## src/rtl/mem_stage_sram_ctrl_if.sv

```systemverilog
// Pipeline-side bus of the memory stage: load/store request in, stall and load data out.
interface mem_stage_sram_ctrl_if #(
    parameter int unsigned N = 32
);
    logic         mem_r_en;
    logic         mem_w_en;
    logic [N-1:0] addr;
    logic [N-1:0] wdata;
    logic         ready;
    logic [N-1:0] rd_data;

    // Pipeline (EXE side) drives the request and consumes ready/rd_data.
    modport master (
        output mem_r_en,
        output mem_w_en,
        output addr,
        output wdata,
        input  ready,
        input  rd_data
    );

    // Memory controller consumes the request and produces ready/rd_data.
    modport slave (
        input  mem_r_en,
        input  mem_w_en,
        input  addr,
        input  wdata,
        output ready,
        output rd_data
    );
endinterface

```

## src/rtl/mem_stage_sram_ctrl.sv

```systemverilog
// Memory-access stage controller: splits each 32-bit load/store into two
// 16-bit SRAM phases (low half then high half) and stalls the pipeline via
// ready until the access completes.
module mem_stage_sram_ctrl #(
    parameter int unsigned N             = 32,
    parameter int unsigned SRAM_AW       = 18,
    parameter int unsigned BASE_ADDR     = 1024,
    parameter int unsigned ACCESS_CYCLES = 2
) (
    input  logic                   clk,
    input  logic                   rst,
    mem_stage_sram_ctrl_if.slave   bus,
    output logic [SRAM_AW-1:0]     sram_addr,
    output logic                   sram_we_n,
    output logic [15:0]            sram_dq_o,
    output logic                   sram_dq_oe,
    input  logic [15:0]            sram_dq_i
);

    localparam int unsigned HW = 16;
    localparam int unsigned WW = SRAM_AW - 1;
    localparam int unsigned CW = (ACCESS_CYCLES > 1) ? $clog2(ACCESS_CYCLES) : 1;
    localparam logic [CW-1:0] CNT_LAST = CW'(ACCESS_CYCLES - 1);

    typedef enum logic [1:0] {
        IDLE = 2'd0,
        LO   = 2'd1,
        HI   = 2'd2,
        DONE = 2'd3
    } state_t;

    state_t              state, state_nxt;
    logic [CW-1:0]       cnt, cnt_nxt;
    logic                op_rd, op_rd_nxt;
    logic [N-1:0]        rd_q, rd_nxt;
    logic [SRAM_AW-1:0]  addr_nxt;
    logic                we_n_nxt;
    logic [HW-1:0]       dq_o_nxt;
    logic                oe_nxt;

    logic                req_c;
    logic [N-1:0]        offset_c;
    logic [WW-1:0]       word_c;
    logic                ready_c;

    // Request decode and byte-address to SRAM word mapping (wraps silently).
    assign req_c    = bus.mem_r_en | bus.mem_w_en;
    assign offset_c = bus.addr - N'(BASE_ADDR);
    assign word_c   = WW'(offset_c >> 2);

    // Pipeline advances when idle with nothing to do, or in the completion cycle.
    assign ready_c     = ((state == IDLE) && !req_c) || (state == DONE);
    assign bus.ready   = ready_c;
    assign bus.rd_data = rd_q;

    // State, counter, latched op and registered SRAM/load-data outputs.
    always_ff @(posedge clk or posedge rst) begin
        if (rst) begin
            state      <= IDLE;
            cnt        <= '0;
            op_rd      <= 1'b0;
            rd_q       <= '0;
            sram_addr  <= '0;
            sram_we_n  <= 1'b1;
            sram_dq_o  <= '0;
            sram_dq_oe <= 1'b0;
        end else begin
            state      <= state_nxt;
            cnt        <= cnt_nxt;
            op_rd      <= op_rd_nxt;
            rd_q       <= rd_nxt;
            sram_addr  <= addr_nxt;
            sram_we_n  <= we_n_nxt;
            sram_dq_o  <= dq_o_nxt;
            sram_dq_oe <= oe_nxt;
        end
    end

    // Next state plus next values of the registered SRAM pins for the state being entered.
    always_comb begin
        state_nxt = state;
        cnt_nxt   = cnt;
        op_rd_nxt = op_rd;
        rd_nxt    = rd_q;
        addr_nxt  = sram_addr;
        we_n_nxt  = 1'b1;
        dq_o_nxt  = sram_dq_o;
        oe_nxt    = 1'b0;

        unique case (state)
            IDLE: begin
                if (req_c) begin
                    // Read wins when both enables are set.
                    state_nxt = LO;
                    cnt_nxt   = '0;
                    op_rd_nxt = bus.mem_r_en;
                    addr_nxt  = {word_c, 1'b0};
                    we_n_nxt  = bus.mem_r_en;
                    oe_nxt    = !bus.mem_r_en;
                    if (!bus.mem_r_en) begin
                        dq_o_nxt = bus.wdata[HW-1:0];
                    end
                end
            end

            LO: begin
                if (cnt == CNT_LAST) begin
                    if (op_rd) begin
                        rd_nxt[HW-1:0] = sram_dq_i;
                    end
                    state_nxt = HI;
                    cnt_nxt   = '0;
                    addr_nxt  = {word_c, 1'b1};
                    we_n_nxt  = op_rd;
                    oe_nxt    = !op_rd;
                    if (!op_rd) begin
                        dq_o_nxt = bus.wdata[N-1:HW];
                    end
                end else begin
                    cnt_nxt  = cnt + CW'(1);
                    we_n_nxt = op_rd;
                    oe_nxt   = !op_rd;
                end
            end

            HI: begin
                if (cnt == CNT_LAST) begin
                    if (op_rd) begin
                        rd_nxt[N-1:HW] = sram_dq_i;
                    end
                    state_nxt = DONE;
                    cnt_nxt   = '0;
                end else begin
                    cnt_nxt  = cnt + CW'(1);
                    we_n_nxt = op_rd;
                    oe_nxt   = !op_rd;
                end
            end

            DONE: begin
                // The request still visible here belongs to the completed access.
                state_nxt = IDLE;
            end

            default: begin
                state_nxt = IDLE;
            end
        endcase
    end

endmodule

```

## src/flat_wrapper.sv

```systemverilog
// flat-port wrapper written by rule: the top's interface ports become plain ports
module mem_stage_sram_ctrl_flat 
#(
    parameter int unsigned N             = 32,
    parameter int unsigned SRAM_AW       = 18,
    parameter int unsigned BASE_ADDR     = 1024,
    parameter int unsigned ACCESS_CYCLES = 2
)
  (clk, rst, sram_addr, sram_we_n, sram_dq_o, sram_dq_oe, sram_dq_i, bus_mem_r_en, bus_mem_w_en, bus_addr, bus_wdata, bus_ready, bus_rd_data);
  mem_stage_sram_ctrl_if #(.N(N)) bus_i ();
  input  logic clk;
  input  logic rst;
  output logic [SRAM_AW-1:0] sram_addr;
  output logic sram_we_n;
  output logic [15:0] sram_dq_o;
  output logic sram_dq_oe;
  input  logic [15:0] sram_dq_i;
  input wire logic [$bits(bus_i.mem_r_en)-1:0] bus_mem_r_en;
  input wire logic [$bits(bus_i.mem_w_en)-1:0] bus_mem_w_en;
  input wire logic [$bits(bus_i.addr)-1:0] bus_addr;
  input wire logic [$bits(bus_i.wdata)-1:0] bus_wdata;
  output wire logic [$bits(bus_i.ready)-1:0] bus_ready;
  output wire logic [$bits(bus_i.rd_data)-1:0] bus_rd_data;
  assign bus_i.mem_r_en = bus_mem_r_en;
  assign bus_i.mem_w_en = bus_mem_w_en;
  assign bus_i.addr = bus_addr;
  assign bus_i.wdata = bus_wdata;
  assign bus_ready = bus_i.ready;
  assign bus_rd_data = bus_i.rd_data;
  mem_stage_sram_ctrl #(.N(N), .SRAM_AW(SRAM_AW), .BASE_ADDR(BASE_ADDR), .ACCESS_CYCLES(ACCESS_CYCLES)) u_core (.clk(clk), .rst(rst), .bus(bus_i), .sram_addr(sram_addr), .sram_we_n(sram_we_n), .sram_dq_o(sram_dq_o), .sram_dq_oe(sram_dq_oe), .sram_dq_i(sram_dq_i));
endmodule
```

## config.mk

```make
export PLATFORM = sky130hd
export DESIGN_NAME = mem_stage_sram_ctrl_flat
export DESIGN_NICKNAME = d
export VERILOG_FILES = /design/src/rtl/mem_stage_sram_ctrl_if.sv /design/src/rtl/mem_stage_sram_ctrl.sv /design/src/flat_wrapper.sv
export SDC_FILE = /design/constraint.sdc
export NUM_CORES = 1
export LEC_CHECK = 0
export CAP_MARGIN = 40
export CORE_UTILIZATION = 41
export CTS_CLUSTER_SIZE = 10
export DETAILED_ROUTE_END_ITERATION = 8
export MAX_ROUTING_LAYER = met4
export PLACE_DENSITY = 0.81
export SLEW_MARGIN = 20
export SYNTH_ARGS = -nofsm -noshare
export SYNTH_HDL_FRONTEND = slang
export SYNTH_SLANG_ARGS = --single-unit
```

## constraint.sdc

```tcl
create_clock -name clk -period 2.5 [get_ports clk]
set_input_delay 0.5 -clock clk [delete_from_list [all_inputs] [get_ports clk]]
set_output_delay 0.5 -clock clk [all_outputs]
set_load 0.05 [all_outputs]
```

==> results of run 1 <==
final timing paths:
path,startpoint,end,slack (ns),cells past startpoint
setup / recovery,u_core.state[0]$_DFFE_PP0P_,bus_ready,0.19,5
hold / removal,u_core.sram_addr[0]$_DFFE_PP0P_,u_core.sram_addr[0]$_DFFE_PP0P_,0.50,1
setup reg to reg,u_core.state[1]$_DFFE_PP0P_,u_core.sram_dq_o[5]$_DFFE_PP0P_,0.37,6
hold reg to reg,u_core.sram_addr[0]$_DFFE_PP0P_,u_core.sram_addr[0]$_DFFE_PP0P_,0.50,1
max in group asynchronous,rst,u_core.sram_we_n$_DFF_PP1_,1.46,3
min in group asynchronous,rst,u_core.bus.rd_data[5]$_DFFE_PP0P_,0.54,3
sequential cells by signal (all words and copies together) (netlist names):
register,count
u_core.bus.rd_data,32
u_core.sram_dq_o,16
u_core.cnt,1
u_core.op_rd,1
u_core.state,2
u_core.sram_we_n,1
u_core.sram_dq_oe,1
u_core.sram_addr,18
synthesized netlist by cell type, types with 3 or more instances:
cell type | count | share of area [%]
nand2_1 | 5 | 0.60
dfrtp_1 | 71 | 56
ha_1 | 7 | 2.8
inv_1 | 6 | 0.72
xnor2_1 | 4 | 1.1
a21oi_1 | 11 | 1.7
nor2_1 | 13 | 1.6
mux2_2 | 72 | 26
o21ai_0 | 3 | 0.48
buf_2 | 4 | 0.64
nand3_1 | 3 | 0.48
logic make-up after synthesis:
kind of cell	after synthesis	share of synthesized area (%)
flops	72	57.3
mux	74	26.5
fa+ha+maj	7	2.78
buf+inv	16	2.54
compound gates	20	3.90
xor+xnor	6	1.67
simple gates	33	5.37
layout make-up:
cell class	instances	area, um2
Clock inverter	3	42.5
Tap cell	99	124
Fill cell	549	2480
Multi-Input combinational cell	140	1270
Sequential cell	72	1800
Timing Repair Buffer	145	1440
Inverter	7	26.3
Clock buffer	12	145
routing by layer:
metal  GRT usage [%]  wire (um)
met2            29.8       3190
met3            7.13        721
met1            21.5       2850
met4            7.79         97
met5               -          0
stage by stage:
step,utilization (%),setup slack (ns),hold slack [ns],std cells,cell area [um2]
floorplan,-,0.177,0.545,228,3150
global placement,63.6,0.289,0.470,463,4660
detailed placement,63.6,0.241,0.484,463,4660
CTS,66.1,0.120,0.499,478,4850
global route,66.2,0.0312,0.522,478,4850
finish,66.2,0.186,0.495,478,4850
==> flow_metrics.env, run 1 <==
export IMPL_status="finished, final reports clean"
export IMPL_syn_to_final_growth_pct=54.2
export IMPL_ys_seq_area_share_pct=57.3
export IMPL_cts_setup_buffers=0
export IMPL_drt_iter0_markers=71
export IMPL_setup_tns_ns=0
export IMPL_core_um2=7330
export IMPL_slew_headroom_pct=62.3
export IMPL_layout_common_cells="clkdlybuf4s50_1 (136), mux2_2 (72), dfrtp_1 (71)"
export IMPL_io_buffers=137
export IMPL_syn_nets=319
export IMPL_finalHoldViolCount=0
export IMPL_start_util_pct=42.9
export IMPL_critical_path_top_delay_family="simple AND/OR/NAND/NOR gates"
export IMPL_cap_violations=0
export IMPL_ys_flop_type="dfrtp_1"
export IMPL_die_area_um2=8030
export IMPL_cts_hold_buf=0
export IMPL_grt_pass1_wl_um=10800
export IMPL_cts_tree="yes"
export IMPL_setup_viol_count_final=0
export IMPL_period_share_pct=92.6
export IMPL_chipWidth_um=89.6
export IMPL_post_cts_resized=0
export IMPL_gp_congestion=0.800
export IMPL_io_pins=153
export IMPL_grt_usage_pct=18.8
export IMPL_fmax_mhz=432
export IMPL_cts_buffers=9
export IMPL_syn_area_per_cell_um2=13.8
export IMPL_final_common_cell="clkdlybuf4s50_1"
export IMPL_fin_nets=466
export IMPL_worst_pin_slew_ns=0.566
export IMPL_path_class="flop to primary output"
export IMPL_drc=0
export IMPL_wirelength_um=6860
export IMPL_yosys_warnings=0
export IMPL_avgRoutedWirePerCell_um=14.3
export IMPL_critical_path_slowest_cell="dfrtp_1"
export IMPL_synthCells=228
export IMPL_maxSlewViolCount=0
export IMPL_fin_skew_ns=0.0133
export IMPL_netlist_cell_type_count=33
export IMPL_antenna_found_initial=0
export IMPL_first_pass_iters=4
export IMPL_root_buffer="clkbuf_8"
export IMPL_grt_ovfl_total=0
export IMPL_worstPathArrival_ns=1.81
export IMPL_clk_latency_ns=0.34
export IMPL_cts_num_sinks=72
export IMPL_synth_async_sr_flop_share_pct=100
export IMPL_cts_buffer_depth=2
export IMPL_crit_buf_inv=2
export IMPL_start_kind="flop"
export IMPL_die_h_um=89.6
export IMPL_dpl_hpwl_um=5080
export IMPL_vias=2326
export IMPL_period_minus_slack_ns=2.31
export IMPL_grt_pass1_vias=2348
export IMPL_n_antenna_cell=0
export IMPL_clk_pin_slew_worst_paths_ns=0.06
export IMPL_critPathMaxStageDelay_ns=0.40
export IMPL_drive_gt1_share_pct=26.6
export IMPL_synth_seq_cells=72
export IMPL_ant_nets=0
export IMPL_critPathCaptureType="primary output"
export IMPL_syn_area_um2=3150
export IMPL_num_rows=31
export IMPL_synth_edf_count=0
export IMPL_holdCritPathClass="flop to flop"
export IMPL_grt_max_degree=47
export IMPL_cp_required_ns=2.00
export IMPL_vias_per_cell=4.87
export IMPL_cp_max_fo=6
export IMPL_htreeDepth=3
export IMPL_rsz0062_at_grt="no"
export IMPL_crit_path_cell_trace="inv_1 -> ha_1 -> nor3b_4 -> or2_2 -> buf_12"
Power of run 1 is left out: the tool's default activity adds up to more than one toggle a clock period on the data nets, which glitch-free logic cannot reach.
==> run 2: changes to the inputs <==
--- a/config.mk
+++ b/config.mk
@@ -6,11 +6,13 @@
 export NUM_CORES = 1
 export LEC_CHECK = 0
 export CAP_MARGIN = 40
+export CORE_ASPECT_RATIO = 0.9
 export CORE_UTILIZATION = 41
 export CTS_CLUSTER_SIZE = 10
 export DETAILED_ROUTE_END_ITERATION = 8
 export MAX_ROUTING_LAYER = met4
 export PLACE_DENSITY = 0.81
+export RECOVER_POWER = 100
 export SLEW_MARGIN = 20
 export SYNTH_ARGS = -nofsm -noshare
 export SYNTH_HDL_FRONTEND = slang
==> run 2 against run 1 <==
Die area barely moved. Highest routed layer unchanged. Core utilization rose by 0.58 points. Setup slack got worse by 0.0087 ns. Clock-buffer cell count fell by 1. Fmax fell by 0.37%. Global-route usage rose by 0.11 points. The flow now finishes with violations (capacitance limit, slew limit). Non-clock buffer count fell by 3. Sequential share of layout area rose by 0.24 points. Clock skew fell by 0.0035 ns. Critical path type unchanged. First-iteration DRC count rose by 2.8%. Critical path depth did not move.
==> flow_metrics.env, run 2 (synthesis results as in run 1) <==
export IMPL_status="complete, but fails checks"
export IMPL_failed_checks="capacitance limit, slew limit"
export IMPL_cts_hold_buf=0
export IMPL_regToRegStartpoint="u_core.state[1]$_DFFE_PP0P_"
export IMPL_drive_gt1_share_pct=26.0
export IMPL_cts_tree="yes"
export IMPL_switchingPower_mw=3.73
export IMPL_hold_path_depth=1
export IMPL_avgRoutedWirePerCell_um=14.6
export IMPL_worstPathArrival_ns=1.82
export IMPL_syn_to_final_growth_pct=53.2
export IMPL_htreeDepth=3
export IMPL_r2r_cells=6
export IMPL_cts_setup_buffers=0
export IMPL_stdcell_area_um2=4820
export IMPL_vdd_ir_drop_max_mv=0.868
export IMPL_drt_iter0_markers=73
export IMPL_slew_headroom_pct=-7.35
export IMPL_grt_max_degree=73
export IMPL_power_leakage_nw=2.00
export IMPL_endpoint="bus_ready"
export IMPL_n_antenna_cell=0
export IMPL_cts_buffers=9
export IMPL_wirelength_um=6870
export IMPL_cts_buffer_depth=2
export IMPL_grt_pass1_wl_um=11300
export IMPL_core_um2=7220
export IMPL_drc=0
export IMPL_fin_skew_ns=0.00981
export IMPL_cts_num_sinks=72
export IMPL_final_common_cell="mux2_2"
export IMPL_post_cts_resized=0
export IMPL_reg2reg_to="u_core.bus.rd_data[11]$_DFFE_PP0P_"
export IMPL_start_kind="flop"
export IMPL_maxSlewViolCount=73
export IMPL_clockPowerShare_pct=11.8
export IMPL_period_share_pct=92.9
export IMPL_cp_required_ns=2.00
export IMPL_grt_ovfl_total=0
export IMPL_grt_usage_pct=18.9
export IMPL_clk_latency_ns=0.34
export IMPL_fin_ws_ns=0.177
export IMPL_swShare_pct=48.2
export IMPL_finalPower_mw=7.75
export IMPL_dp_slack_ns=0.222
export IMPL_antenna_found_initial=0
export IMPL_cp_max_fo=6
export IMPL_root_buffer="clkbuf_8"
export IMPL_largest_reg_flops=32
export IMPL_grt_pass1_vias=2434
export IMPL_setup_viol_count_final=0
export IMPL_cellPowerDensity_nw_per_um2=1610
export IMPL_die_h_um=85.1
export IMPL_setup_tns_ns=0
export IMPL_chipWidth_um=94.4
export IMPL_layout_common_cells="mux2_2 (72), dfrtp_1 (71), clkdlybuf4s50_1 (68), dlygate4sd3_1 (68), nor2_1 (13)"
export IMPL_pwr_share_comb_pct=61.6
export IMPL_gp_congestion=0.751
export IMPL_fin_nets=463
export IMPL_die_area_um2=8030
export IMPL_worst_pin_slew_ns=1.61
export IMPL_vias=2300
export IMPL_finalHoldViolCount=0
export IMPL_clk_pin_slew_worst_paths_ns=0.07
export IMPL_start_util_pct=43.6
export IMPL_holdCritPathClass="flop to flop"
export IMPL_fmax_mhz=431
export IMPL_path_class="flop to primary output"
export IMPL_first_pass_iters=4
export IMPL_place_area_um2=4640
export IMPL_critPathCaptureType="primary output"
export IMPL_io_buffers=137
export IMPL_dpl_hpwl_um=4950
export IMPL_rsz0062_at_grt="no"
export IMPL_p_seq_share_pct=26.6
export IMPL_setup_worst_path_start="u_core.state[0]$_DFFE_PP0P_"
export IMPL_rrSetupSlack_ns=0.27
export IMPL_cap_violations=1
export IMPL_vias_per_cell=4.89
export IMPL_num_rows=29
export IMPL_p_int_mw=4.01
export IMPL_period_minus_slack_ns=2.32
export IMPL_io_pins=153
export IMPL_ant_nets=0
==> run 2: cell count changes in the layout (fill, tap and decap cells not counted), moves of 2 or more <==
cell | before | now
clkdlybuf4s50_1 | 136 | 68
dlygate4sd3_1 | 0 | 68
buf_4 | 8 | 1
buf_2 | 0 | 2
==> run 2: worst max-delay path, stage by stage, from the launching register on <==
cell and delay [ns]:
dfrtp_1 0.40, inv_1 0.15, ha_1 0.28, nor3b_4 0.31, or2_2 0.21, buf_12 0.14
==> run 2: per-stage QoR <==
step | util [%] | hold slack [ns] | cells
global placement | 64.3 | 0.471 | 454
floorplan | - | 0.545 | 228
CTS | 67.0 | 0.496 | 470
finish | 66.8 | 0.484 | 470
global route | 66.8 | 0.507 | 470
detailed placement | 64.3 | 0.478 | 454
==> run 2: cell type report <==
cell class | instances | area, um2
multi-input cells | 140 | 1270
flip-flops and latches | 72 | 1800
clock inverters | 5 | 56.3
clock buffers | 11 | 141
inverters | 7 | 26.3
fillers | 561 | 2400
well taps | 93 | 116
repair buffers | 142 | 1410
==> run 2: worst min path at each step <==
stage | start | endpoint | slack [ns]
2_1_floorplan | u_core.cnt$_DFFE_PP0P_ | u_core.cnt$_DFFE_PP0P_ | 0.54
3_3_place_gp | u_core.sram_addr[1]$_DFFE_PP0P_ | u_core.sram_addr[1]$_DFFE_PP0P_ | 0.47
3_5_place_dp | u_core.sram_addr[0]$_DFFE_PP0P_ | u_core.sram_addr[0]$_DFFE_PP0P_ | 0.48
4_1_cts | u_core.sram_addr[0]$_DFFE_PP0P_ | u_core.sram_addr[0]$_DFFE_PP0P_ | 0.50
5_1_grt | u_core.bus.rd_data[29]$_DFFE_PP0P_ | u_core.bus.rd_data[29]$_DFFE_PP0P_ | 0.51
6_report | u_core.sram_addr[0]$_DFFE_PP0P_ | u_core.sram_addr[0]$_DFFE_PP0P_ | 0.48
==> run 2: power by group through the flow <==
stage	combinational (mW)	sequential [mW]	clock [mW]
floorplan	1.50	4.06	0
global placement	4.96	2.08	0
detailed placement	5.02	2.11	0
CTS	5.03	2.10	0.943
global route	5.03	2.14	0.988
finish	4.77	2.06	0.911
==> run 2: routing by layer <==
layer	GRT usage (%)	vias up	wire length (um)
met5	-	-	0
met2	30.8	86	3380
li1	-	1086	-
met4	5.59	0	51
met3	6.90	7	588
met1	21.8	1121	2850
Note: power is estimated with default switching activity, not from simulation.
